`config.mk`:
```
export PLATFORM = sky130hd
export DESIGN_NAME = bit_serializer_flat
export DESIGN_NICKNAME = d
export VERILOG_FILES = /design/src/rtl/bit_serializer_pkg.sv /design/src/rtl/bit_serializer_if.sv /design/src/rtl/bit_serializer.sv /design/src/flat_wrapper.sv
export SDC_FILE = /design/constraint.sdc
export NUM_CORES = 1
export LEC_CHECK = 0
export CORE_ASPECT_RATIO = 1.4
export CORE_MARGIN = 2
export CORE_UTILIZATION = 51
export DETAILED_ROUTE_END_ITERATION = 16
export PLACE_DENSITY = 0.76
export SLEW_MARGIN = 20
export SYNTH_ARGS = -nofsm -noshare
export SYNTH_HDL_FRONTEND = slang
export SYNTH_SLANG_ARGS = --single-unit
```
`constraint.sdc`:
```
create_clock -name clk -period 2.2 [get_ports clk]
set_input_delay 0.22 -clock clk [delete_from_list [all_inputs] [get_ports clk]]
set_output_delay 0.22 -clock clk [all_outputs]
set_load 0.01 [all_outputs]
```
`src/rtl/bit_serializer_pkg.sv`:
```
// Shared types and constants for the bit_serializer parallel-to-serial front end.
package bit_serializer_pkg;

  typedef enum logic {
    IDLE  = 1'b0,
    SHIFT = 1'b1
  } state_t;

  localparam int DEF_WIDTH    = 8;
  localparam bit DEF_IDLE_BIT = 1'b0;

  // Bit counter width; never below one bit so WIDTH=2 still has a counter.
  function automatic int cntWidth(input int width);
    return (width <= 2) ? 1 : $clog2(width);
  endfunction

endpackage

```
`src/rtl/bit_serializer_if.sv`:
```
// Word-in / bit-out bus of the serializer: valid/ready word input plus serial output and status.
interface bit_serializer_if
  import bit_serializer_pkg::*;
#(
  parameter int WIDTH = DEF_WIDTH
);

  logic [WIDTH-1:0] din;
  logic             din_valid;
  logic             din_ready;
  logic             sout;
  logic             sout_valid;
  logic             busy;

  modport master (
    output din, din_valid,
    input  din_ready, sout, sout_valid, busy
  );

  modport slave (
    input  din, din_valid,
    output din_ready, sout, sout_valid, busy
  );

endinterface

```
`src/rtl/bit_serializer.sv`:
```
// Parallel-to-serial shifter with a one-word holding register so consecutive words stream gap-free.
module bit_serializer
  import bit_serializer_pkg::*;
#(
  parameter int WIDTH     = DEF_WIDTH,
  parameter bit MSB_FIRST = 1'b1,
  parameter bit IDLE_BIT  = DEF_IDLE_BIT
) (
  input  logic             clk,
  input  logic             rst,
  bit_serializer_if.slave  io_bus
);

  localparam int             CW   = cntWidth(WIDTH);
  localparam logic [CW-1:0]  LAST = CW'(WIDTH - 1);

  state_t           r_state,    w_stateNext;
  logic [WIDTH-1:0] r_shreg,    w_shregNext;
  logic [WIDTH-1:0] r_hold,     w_holdNext;
  logic [CW-1:0]    r_bitcnt,   w_bitcntNext;
  logic             r_holdFull, w_holdFullNext;
  logic             w_xfer;
  logic             w_loadSlot;

  assign w_xfer     = io_bus.din_valid && !r_holdFull;
  assign w_loadSlot = (r_state == IDLE) || (r_bitcnt == LAST);

  always_ff @(posedge clk or posedge rst) begin
    if (rst) begin
      r_state    <= IDLE;
      r_shreg    <= '0;
      r_hold     <= '0;
      r_bitcnt   <= '0;
      r_holdFull <= 1'b0;
    end else begin
      r_state    <= w_stateNext;
      r_shreg    <= w_shregNext;
      r_hold     <= w_holdNext;
      r_bitcnt   <= w_bitcntNext;
      r_holdFull <= w_holdFullNext;
    end
  end

  // A held word always wins the load slot; otherwise an incoming word bypasses hold.
  always_comb begin
    w_stateNext    = r_state;
    w_shregNext    = r_shreg;
    w_holdNext     = r_hold;
    w_bitcntNext   = r_bitcnt;
    w_holdFullNext = r_holdFull;

    if (w_loadSlot) begin
      w_bitcntNext = '0;
      if (r_holdFull) begin
        w_shregNext    = r_hold;
        w_holdFullNext = 1'b0;
        w_stateNext    = SHIFT;
      end else if (w_xfer) begin
        w_shregNext = io_bus.din;
        w_stateNext = SHIFT;
      end else begin
        w_stateNext = IDLE;
      end
    end else begin
      if (MSB_FIRST) begin
        w_shregNext = {r_shreg[WIDTH-2:0], 1'b0};
      end else begin
        w_shregNext = {1'b0, r_shreg[WIDTH-1:1]};
      end
      w_bitcntNext = r_bitcnt + CW'(1);
    end

    if (w_xfer && !w_loadSlot) begin
      w_holdNext     = io_bus.din;
      w_holdFullNext = 1'b1;
    end
  end

  assign io_bus.din_ready  = !r_holdFull;
  assign io_bus.sout_valid = (r_state == SHIFT);
  assign io_bus.busy       = (r_state == SHIFT) || r_holdFull;
  assign io_bus.sout       = (r_state == SHIFT)
                             ? (MSB_FIRST ? r_shreg[WIDTH-1] : r_shreg[0])
                             : IDLE_BIT;

endmodule

```
`src/flat_wrapper.sv`:
```
// flat-port wrapper written by rule: the top's interface ports become plain ports
module bit_serializer_flat import bit_serializer_pkg::*;
#(
  parameter int WIDTH     = DEF_WIDTH,
  parameter bit MSB_FIRST = 1'b1,
  parameter bit IDLE_BIT  = DEF_IDLE_BIT
)
  (clk, rst, io_bus_din, io_bus_din_valid, io_bus_din_ready, io_bus_sout, io_bus_sout_valid, io_bus_busy);
  bit_serializer_if #(.WIDTH(WIDTH)) io_bus_i ();
  input  logic clk;
  input  logic rst;
  input wire logic [$bits(io_bus_i.din)-1:0] io_bus_din;
  input wire logic [$bits(io_bus_i.din_valid)-1:0] io_bus_din_valid;
  output wire logic [$bits(io_bus_i.din_ready)-1:0] io_bus_din_ready;
  output wire logic [$bits(io_bus_i.sout)-1:0] io_bus_sout;
  output wire logic [$bits(io_bus_i.sout_valid)-1:0] io_bus_sout_valid;
  output wire logic [$bits(io_bus_i.busy)-1:0] io_bus_busy;
  assign io_bus_i.din = io_bus_din;
  assign io_bus_i.din_valid = io_bus_din_valid;
  assign io_bus_din_ready = io_bus_i.din_ready;
  assign io_bus_sout = io_bus_i.sout;
  assign io_bus_sout_valid = io_bus_i.sout_valid;
  assign io_bus_busy = io_bus_i.busy;
  bit_serializer #(.WIDTH(WIDTH), .MSB_FIRST(MSB_FIRST), .IDLE_BIT(IDLE_BIT)) u_core (.clk(clk), .rst(rst), .io_bus(io_bus_i));
endmodule
```
Word-level counts from Yosys, hierarchy flattened
Cells that the tools add are included. Widths: inputs -> output; s select.

Multiply operators: 0. Multiplexer cells: 9. Div/mod/pow operators: 0. Shifts and indexed selects: 0. Bitwise operators: 1. Equal/unequal tests: 2. Reduce and logical (&&, ||, !) cells: 7. Add/subtract/negate cells: 1. Magnitude comparators: 0.

Operator list (count): $mux 8 (3); $mux 1 (5); $add 3x1->3 const B (1); $eq 3x3->1 const B (1); $mux 3 (1); $ne 3x1->1 const B (1); $logic_and 1x1->1 (2); $logic_not 1->1 (2); $logic_or 1x1->1 (2); $reduce_bool 2->1 (1); $not 1->1 (1).

Logic and storage cells: 25. Input bits: 11. Bits in latches: 0. Output and inout port bits: 4. Memories kept: 0. Bits in read-only memories: 0. Bits in writable memories: 0. Register bits: 21.

Depth between registers and ports, before layout
Depth after elaboration: 5. Gate-level depth with buffers: 7. Gate-level depth less buffers: 5.

Worst setup path after synthesis
Ideal clock, no wire load.

Path kind: flip-flop to flip-flop. Start point: register u_core.r_bitcnt[0]. End point: register u_core.r_hold[0]. Path slack: 0.485 ns. Buffers on the path: 2. Data required time: 2.075 ns. Cell stages (with the launch flop): 8. Arrival time: 1.590 ns. Cells stage by stage: dfrtp_1 -> ha_1 -> ha_1 -> nor2b_4 -> buf_6 -> and3_4 -> buf_6 -> mux2_4.

Word-level cells in the longest chain between the ends: 4.

Ends and longest elaborated chain: start: declaration (RTL line bit_serializer.sv:20) `logic [CW-1:0] r_bitcnt, w_bitcntNext;`; start signal: assignment (RTL line bit_serializer.sv:39) `r_bitcnt <= w_bitcntNext;`; $eq 3x3->1 (RTL line bit_serializer.sv:26) `assign w_loadSlot = (r_state == IDLE) || (r_bitcnt == LAST);`; $logic_or 1x1->1 (RTL line bit_serializer.sv:26); $logic_not 1->1 (RTL line bit_serializer.sv:73) `if (w_xfer && !w_loadSlot) begin`; $logic_and 1x1->1 (RTL line bit_serializer.sv:73); end signal: assignment (RTL line bit_serializer.sv:38) `r_hold <= w_holdNext;`; end: declaration (RTL line bit_serializer.sv:19) `logic [WIDTH-1:0] r_hold, w_holdNext;`.

Every way passes these cells. A chain may end at the register's enable or synchronous reset.

Final worst setup path
Start point: register u_core.r_holdFull. End point: output port io_bus_din_ready.

Word-level cells in the longest chain between the ends: 1.

Ends and longest elaborated chain: start: declaration (RTL line bit_serializer.sv:21) `logic r_holdFull, w_holdFullNext;`; start signal: assignment (RTL line bit_serializer.sv:40) `r_holdFull <= w_holdFullNext;`; $logic_not 1->1 (RTL line bit_serializer.sv:79) `assign io_bus.din_ready = !r_holdFull;`; end: declaration (RTL line flat_wrapper.sv:14) `output wire logic [$bits(io_bus_i.din_ready)-1:0] io_bus_din_ready;`.

Every way passes these cells.

==> summary by stage <==
Synthesis
Synthesis inferred 21 register bits. The commonest cells after synthesis are sky130_fd_sc_hd__dfrtp_1 (21), sky130_fd_sc_hd__o21ai_0 (15), sky130_fd_sc_hd__mux2_4 (8), sky130_fd_sc_hd__nand2_1 (8). Summed over all instances, the cell type with the most area after synthesis is sky130_fd_sc_hd__dfrtp_1.

The sequential element share of the synthesized area is 52.4%. The number of synthesized flops with an enable pin is 0. Yosys printed 0 warnings. The most used standard cell by instance count after synthesis is sky130_fd_sc_hd__dfrtp_1. The number of standard cells after synthesis is 88. The most instantiated flip-flop cell in the synthesis netlist is sky130_fd_sc_hd__dfrtp_1. The average instance in the mapped netlist occupies 11.4 µm². Ranked by total cell area, the synthesized netlist is headed by sky130_fd_sc_hd__dfrtp_1 (52%), sky130_fd_sc_hd__mux2_4 (12%), sky130_fd_sc_hd__o21ai_0 (7.5%). The share of async-settable or async-resettable flops after synthesis is 100%.

The netlist uses 19 different library cells. Synthesis produced a netlist with a net count of 101. The netlist area before placement is 1000 µm². The area fraction of the dominant cell type after synthesis is 52.4%.

Drt
In this run the remaining antenna-violating nets after routing total 0. In this run, the number of DRC markers left after iteration 0 of detailed routing was 7. The first-pass iteration count of the detailed router is 4. Dividing the detail-routed via count by the number of cells gives 5.74. The detail-routed net length per standard cell is 15.7 µm.

After detailed routing, the number of remaining DRC violations is 0. The number of vias in the routed layout is 706. After detailed routing, the total wire length is 1.94 mm.

Place
The pre-CTS setup slack is 0.531 ns. Routability-driven placement finished with a final weighted congestion of 0.750. The HPWL after detailed placement is 1.39 mm. In this run the tool buffered the top-level ports with 14 buffer cells.

Flow run
Across the run, the number of max-cap violations was 0.

Timing
In the post-route analysis, the smallest setup slack over all paths is 0.211 ns. Setup violations remaining at the end of the flow were counted as 0. The aggregate negative setup slack is 0 ns. The post-layout minimum cycle time is 1.99 ns. The worst relative slew slack is 48.7%. At the pin with the least slew margin, the transition time is 0.769 ns.

For the final database, setup skew stands at 0.0127 ns. For this run, the top clock speed supported by timing is 503 MHz. The portion of the clock cycle consumed by the worst path in the final layout is 90.4%. The hold violation count in the final report is 0. The total count of max-transition violations in the final report was 0. Setup repair after global routing left no endpoint under its margin.

Finish
The final layout contains 116 nets. The post-synthesis to final-layout area growth is 16.8%. The diode insertion count for antenna repair is 0. The fraction of layout cells with a size suffix above 1 is 16.7%.

Floorplanning
For this configuration, the core starts out at a cell density of 52.8%. The die covers 2340 µm². In this run the vertical extent of the chip is 56.5 µm. The region available for standard cell placement spans 1900 µm². The die is 41.5 µm wide. The total number of placement rows is 19. The I/O pin total is 15.

Power
For this design the static power due to leakage is 0.519 nW. The worst-case IR drop observed on VDD is 0.000674 V. The power per unit of standard cell area is 1170 nW/µm².

CTS
The clock passes through at most 2 buffers. CTS placed an instance of sky130_fd_sc_hd__clkbuf_4 at the clock tree root. In this run the number of H-tree levels came out at 1. TritonCTS built the clock tree. Clock-pin slew was measured on the worst setup and hold paths at 0.13 ns.

The number of setup buffers added after CTS is 0. Once the clock tree was built, the resizer swapped 0 gates to a different size. Buffers inserted during clock tree synthesis total 3.

For the worst-skew pair, the clock arrives at the later sink with an insertion delay of 0.32 ns. The number of sinks handled by clock tree synthesis is 21. Hold repair after CTS inserted 0 buffers.

Global routing
For this run, global-route usage on met2 was measured as 31.5%. The first global-routing pass estimated 3.46 mm of wire. For met1 alone, demand over resource in global routing was 24.2%. After global routing, the most crowded layer is met2. The initial antenna violation count came to 0.

In the global route stage, overall resource usage came out at 19.5%. The largest net degree at the start of global routing is 22. The global routing met3 resource utilization is 3.86%. The number of global-route vias before repair came to 762. The total overflow left after global routing is 0.

Critical path
The worst setup path is launched from a register. The class of the most critical setup path is register to output pin. STA classifies the critical path endpoint as an output pin. The maximum fanout along the worst path is 11.

The required arrival time at the worst endpoint is 1.98 ns. The critical path arrival is 1.77 ns.

Status
The flow ran to the end, and the final reports show no timing, DRC or antenna violations.

Hold path
The worst min-delay path category is input port to async pin.
-- layout by cell type (no fill, tap or decap), drive strengths merged, types with 2 or more instances in the layout --
| cell | n |
|---|---|
| a211oi | 7 |
| and2 | 3 |
| buf | 2 |
| clkbuf | 3 |
| clkdlybuf4s50 | 14 |
| dfrtp | 21 |
| ha | 2 |
| inv | 2 |
| mux2 | 8 |
| nand2 | 8 |
| nor2 | 3 |
| nor2b | 8 |
| o21ai | 15 |
-- stage by stage --
step	total power [W]	cells	hold WS [ns]	instance area, µm²	utilization, %
floorplan	0.00103	88	0.197	1000	-
global placement	0.00115	119	0.420	1140	60.2
detailed placement	0.00118	119	0.443	1140	60.2
CTS	0.00137	123	0.362	1170	61.6
global route	0.00147	123	0.413	1170	61.6
finish	0.00137	123	0.322	1170	61.6
-- registers in the layout, summed over array words and instances, names as in the netlist --
name	count
u_core.r_holdFull	1
u_core.io_bus.sout_valid	1
u_core.r_hold	8
u_core.r_shreg	8
u_core.r_bitcnt	3
-- final cells by class --
| type | count | area [µm²] |
|---|---|---|
| clock inverter | 1 | 5.00 |
| sequential | 21 | 526 |
| multi-input combinational | 59 | 430 |
| timing repair buffer | 16 | 155 |
| inverter | 2 | 7.51 |
| clock buffer | 3 | 22.5 |
| tap | 21 | 26.3 |
| fill | 172 | 729 |
-- final timing paths --
kind	from	endpoint	cells past startpoint	slack (ns)
worst min-delay path	rst	u_core.r_shreg[1]	2	0.32
worst max-delay path	u_core.r_holdFull	io_bus_din_ready	2	0.21
worst max register to register	u_core.r_bitcnt[0]	u_core.r_hold[6]	5	0.50
worst min register to register	u_core.r_bitcnt[0]	u_core.r_bitcnt[0]	1	0.47
max in group asynchronous	rst	u_core.r_hold[7]	2	1.39
min in group clk	u_core.r_bitcnt[0]	u_core.r_bitcnt[0]	1	0.47
-- cell families after synthesis --
logic type	Yosys count	synth area share [%]
AOI/OAI and AO/OA	23	13.2
buffers and inverters	8	4.74
DFF	21	52.4
and+or+nand+nor	25	14.2
muxes	9	13.0
adders and majority gates	2	2.49
-- layer usage --
metal / share of wire (%) / up-vias
li1: - / 329
met1: 43 / 346
met2: 50 / 22
met3: 3.6 / 9
met4: 4.0 / 0
met5: 0 / -
-- report_power, final --
| part | leakage, nW | internal (W) | switching, W |
|---|---|---|---|
| Clock | 0.0177 | 0.0000680 | 0.000124 |
| Combinational | 0.249 | 0.000288 | 0.000227 |
| Sequential | 0.252 | 0.000552 | 0.000106 |
| Total | 0.519 | 0.000909 | 0.000458 |
-- critical path, stage by stage (launching register included) --
cell	delay, ns
sky130_fd_sc_hd__dfrtp_1	0.54
sky130_fd_sc_hd__inv_1	0.31
sky130_fd_sc_hd__clkdlybuf4s50_1	0.60
No activity file was read; power rests on OpenSTA's default activity.
